<file path="src/rtl/test_pattern_pkg.sv">
// Shared definitions for the test pattern generator: pattern codes, FSM encoding and PRBS polynomial.
package test_pattern_pkg;

  typedef enum logic [2:0] {
    TPG_RAMP    = 3'd0,
    TPG_BAR     = 3'd1,
    TPG_CHECKER = 3'd2,
    TPG_SOLID   = 3'd3,
    TPG_PRBS    = 3'd4
  } tpg_mode_e;

  localparam int S_IDLE   = 0;
  localparam int S_VBLANK = 1;
  localparam int S_HBLANK = 2;
  localparam int S_ACTIVE = 3;

  typedef enum logic [3:0] {
    ST_IDLE   = 4'b0001,
    ST_VBLANK = 4'b0010,
    ST_HBLANK = 4'b0100,
    ST_ACTIVE = 4'b1000
  } tpg_state_e;

  // Fibonacci x^16+x^14+x^13+x^11+1, shifting right: feedback from bits 0,2,3,5.
  localparam logic [15:0] LFSR_TAPS = 16'h002D;
  localparam logic [15:0] LFSR_SEED = 16'hACE1;

  function automatic logic [15:0] lfsr_step(input logic [15:0] s);
    return {^(s & LFSR_TAPS), s[15:1]};
  endfunction

endpackage

</file>
<file path="src/rtl/tpg_pixel_src.sv">
// Pixel source: owns the PRBS LFSR and per-frame ramp seed, and computes the pixel
// for the coordinate about to be presented on the output register.
module tpg_pixel_src
  import test_pattern_pkg::*;
#(
  parameter int DATA_W   = 8,
  parameter int CNT_W    = 12,
  parameter int BAR_LOG2 = 5,
  parameter int CHK_LOG2 = 3
) (
  input  logic              im_pclk,
  input  logic              rst_n,
  input  logic              frame_load_i,
  input  logic [DATA_W-1:0] seed_i,
  input  logic              advance_i,
  input  logic [2:0]        mode_i,
  input  logic [DATA_W-1:0] solid_i,
  input  logic [CNT_W-1:0]  x_i,
  input  logic [CNT_W-1:0]  y_i,
  output logic [DATA_W-1:0] pixel_o
);

  logic [15:0]       lfsr_q;
  logic [15:0]       lfsr_d;
  logic [DATA_W-1:0] seed_q;
  logic [DATA_W-1:0] seed_d;
  logic [DATA_W-1:0] x_lo;
  logic [DATA_W-1:0] ramp_pix;
  logic [2:0]        bar_idx;
  logic [DATA_W-1:0] bar_pix;
  logic              chk_on;
  logic [DATA_W-1:0] chk_pix;

  // lfsr_q always holds the value for the next valid pixel to be loaded.
  always_comb begin
    lfsr_d = lfsr_q;
    seed_d = seed_q;
    if (frame_load_i) begin
      lfsr_d = LFSR_SEED;
      seed_d = seed_i;
    end else if (advance_i) begin
      lfsr_d = lfsr_step(lfsr_q);
    end
  end

  always_ff @(posedge im_pclk or negedge rst_n) begin
    if (!rst_n) begin
      lfsr_q <= LFSR_SEED;
      seed_q <= '0;
    end else begin
      lfsr_q <= lfsr_d;
      seed_q <= seed_d;
    end
  end

  generate
    if (CNT_W >= DATA_W) begin : g_x_trunc
      assign x_lo = x_i[DATA_W-1:0];
    end else begin : g_x_ext
      assign x_lo = DATA_W'(x_i);
    end
  endgenerate

  assign ramp_pix = seed_q + x_lo;
  assign bar_idx  = x_i[BAR_LOG2+2:BAR_LOG2];
  assign bar_pix  = {bar_idx, {(DATA_W-3){bar_idx[0]}}};
  assign chk_on   = x_i[CHK_LOG2] ^ y_i[CHK_LOG2];
  assign chk_pix  = chk_on ? {DATA_W{1'b1}} : '0;

  always_comb begin
    pixel_o = '0;
    case (mode_i)
      TPG_RAMP:    pixel_o = ramp_pix;
      TPG_BAR:     pixel_o = bar_pix;
      TPG_CHECKER: pixel_o = chk_pix;
      TPG_SOLID:   pixel_o = solid_i;
      TPG_PRBS:    pixel_o = lfsr_q[DATA_W-1:0];
      default:     pixel_o = '0;
    endcase
  end

endmodule

</file>
<file path="config.mk">
export PLATFORM = sky130hd
export DESIGN_NAME = tpg_pixel_src
export DESIGN_NICKNAME = d
export VERILOG_FILES = /design/src/rtl/test_pattern_pkg.sv /design/src/rtl/tpg_pixel_src.sv
export SDC_FILE = /design/constraint.sdc
export NUM_CORES = 1
export LEC_CHECK = 0
export BUFFER_PORTS_ARGS = -buffer_cell sky130_fd_sc_hd__clkbuf_2
export CORE_MARGIN = 1
export CORE_UTILIZATION = 30
export CTS_BUF_LIST = sky130_fd_sc_hd__clkbuf_2
export DETAILED_ROUTE_END_ITERATION = 8
export PLACE_DENSITY = 0.53
export SLEW_MARGIN = 20
export SYNTH_ARGS = -nofsm -noshare
export SYNTH_HDL_FRONTEND = slang
export SYNTH_SLANG_ARGS = --single-unit
export TNS_END_PERCENT = 5
</file>
<file path="constraint.sdc">
create_clock -name im_pclk -period 2.4 [get_ports im_pclk]
set_input_delay 0.24 -clock im_pclk [delete_from_list [all_inputs] [get_ports im_pclk]]
set_output_delay 0.24 -clock im_pclk [all_outputs]
set_load 0.05 [all_outputs]
</file>
==> results.cfg <==
[drt]
met1_length_um = 1850
wl_per_cell_um = 13.5
wl_um = 3570
final_antenna_net_count = 0
drc_errors = 0
dr.first_iter.drc_count = 44
wl_met2_um = 1580
wl_met3_um = 121
vias_per_cell = 4.98
vias = 1321
dr.pass1.iters = 4
topRoutingLayerUsed = met4

[critical_path]
critPathKind = reg2out
endpoint = pixel_o[4]
start_kind = register
rr_endpoint = lfsr_q[15]
arrival_ns = 2.31
worstReg2RegStart = lfsr_q[5]
r2r_slack_ns = 1.08
worstPathRequired_ns = 2.16
crit_path_start = seed_q[0]
crit_fanout = 2
end_kind = primary output
reg2regPathDepth = 4

[global_routing]
grt_start_max_net_pins = 25
grt_usage_pct = 13.1
grt_pass1_vias = 1207
grt_pass1_wl_um = 5540
gr-total-overflow = 0
grt_antenna_before_repair = 0

[synthesis]
yosysSeqAreaShare_pct = 38.1
netlist_area_um2 = 1600
postSynthAreaPerCell_um2 = 10.3
synth.distinct_cells = 45
ys_seq_elements = 24
syn-num-nets = 211
syn-instance-count = 156
synth_edf_count = 0
async_flop_share_pct = 100
synth_area_leader_cell = dfrtp_1
synthFlopType = dfrtp_1
ys_warn_count = 0
ys_top_cells_by_area = dfrtp_1 25%, dfstp_2 13%, mux2_2 5.6%, ha_1 5.5%, mux2i_1 5.0%
synth_top_area_share_pct = 25.0

[floorplan]
io_pins = 55
start_util_pct = 31.2
dieArea_um2 = 5630
core_um2 = 5140
dieHeight_um = 75.1
rows = 26
die_x_um = 75.1

[worst_hold_path]
hp-class = in2reg

[placement]
place_inst = 260
dp_hpwl_um = 2770
io_buffers = 39
post-place-ws_ns = -0.00725
place_congestion = 0.752

[clock_network]
cts_sinks = 24
cts_max_level = 1
clk_path_buf_depth = 2
cts_tree = built
cts_inserted_buffers = 3
root_buffer = clkbuf_2
clkTransAtPathRegs_ns = 0.22
insertion_delay_ns = 0.33
post-cts-setup-buffers = 0

[timing]
setup_slack_ns = -0.149
skew_ns = 0.00160
fin_crit_ns = 2.55
rsz0062_at_grt = true
slew_viol_final = 0
min_period_over_period_pct = 106
max_freq_mhz = 392
setup_violations = 3
worst_pin_slew_ns = 0.584
relSlewSlack_pct = 61.1
hold_violations = 0

[power]
irDropWorstVdd_mv = 0.214
p_leak_nw = 0.916
total_power_mw = 1.01
powerDensity_nw_per_um2 = 502

[finish]
fill_cells = 553
layout-drive-gt1-share_pct = 38.5
antennaDiodeCount = 0
final_cells = 265
layout_commonest_cell = clkbuf_2
nets = 251
final_cell_mix = 35 x clkbuf_2, 16 x dfrtp_1, 12 x nor2_1, 9 x a211o_1, 9 x nor2b_1
synthToLayoutAreaGrowth_pct = 26.1

[status]
violations = negative setup slack
status = finished, violations left

[flow_run]
max_cap_viol_count = 0
## worst min-delay path by stage
stage	startpoint	to	slack, ns	cells past startpoint
2_1_floorplan	rst_n	lfsr_q[12]	-0.06	0
3_3_place_gp	rst_n	lfsr_q[9]	0.28	1
3_5_place_dp	rst_n	lfsr_q[9]	0.27	1
4_1_cts	seed_i[7]	seed_q[7]	0.10	2
5_1_grt	seed_i[7]	seed_q[7]	0.08	2
6_report	seed_i[7]	seed_q[7]	0.12	2
## cell usage after synthesis, types with 2 or more instances
master	number
xnor2_1	6
dfrtp_1	16
nand3_1	3
mux2_2	8
a2bb2oi_1	2
nand2_1	5
a211o_1	9
and3_1	2
a21oi_1	8
mux2i_1	8
clkbuf_1	3
a32o_1	3
a211oi_1	3
nor2b_1	9
ha_1	7
inv_1	4
a21o_2	2
a22oi_1	2
nor2_1	12
buf_2	4
nand2b_1	3
a41oi_1	2
a21o_1	2
o21ai_0	2
nand3b_1	3
a311o_1	2
dfstp_2	8
## cell type report
cell class / count / area, um^2 / share of cell area (%)
Multi-Input combinational cell: 120 / 993 / 49.2
Sequential cell: 24 / 611 / 30.2
Timing Repair Buffer: 43 / 294 / 14.6
Tap cell: 70 / 87.6 / 4.34
Clock buffer: 3 / 15.0 / 0.743
Inverter: 4 / 15.0 / 0.743
Clock inverter: 1 / 3.75 / 0.186
## power by group
group | leakage (nW) | internal, mW | switching [mW] | total (mW)
Clock | 0.0140 | 0.0362 | 0.117 | 0.154
Combinational | 0.618 | 0.179 | 0.214 | 0.393
Sequential | 0.284 | 0.444 | 0.0240 | 0.468
## sequential cells by signal, summed over array words and instances, names as in the netlist
signal  cells
seed_q      8
lfsr_q     16
## per-layer routing
layer	vias up	global-route usage (%)
li1	662	-
met3	2	1.20
met1	630	18.1
met2	27	21.5
met5	-	0
met4	0	4.40
## what timing repair did
item | 4_1_cts | 5_1_grt
endpoints found under the setup margin | 6 | 7
hold endpoints to repair | 16 | 0
hold buffers | 1 | 0
cloned | 0 | 0
pin swaps | 3 | 5
resized for setup | 19 | 15
## cell families (layout without fill, tap and decap cells)
logic type	Yosys count	count (layout)	synth area share [%]
compound gates	45	45	22.3
simple gates	44	44	15.0
flops	24	24	38.1
mux	16	16	10.6
buf+inv	12	51	3.36
fa+ha+maj	8	8	6.72
xor+xnor	7	7	3.83
## critical path, stage by stage (launching register included)
cell and delay, ns:
dfrtp_1 0.45, ha_2 0.19, fa_2 0.36, buf_6 0.13
a21o_2 0.20, a21oi_2 0.12, xnor2_1 0.07, a211o_1 0.29
buf_8 0.16
## through the flow
stage	area (um^2)	hold WS, ns	utilization (%)	setup TNS, ns
global route	2020	0.0772	39.3	-1.04
finish	2020	0.121	39.3	-0.432
floorplan	1600	-0.0556	-	0
global placement	1870	0.277	36.3	-0.0428
CTS	1970	0.101	38.4	-0.650
detailed placement	1870	0.273	36.3	-0.00725
(Power assumes the default switching activity.)
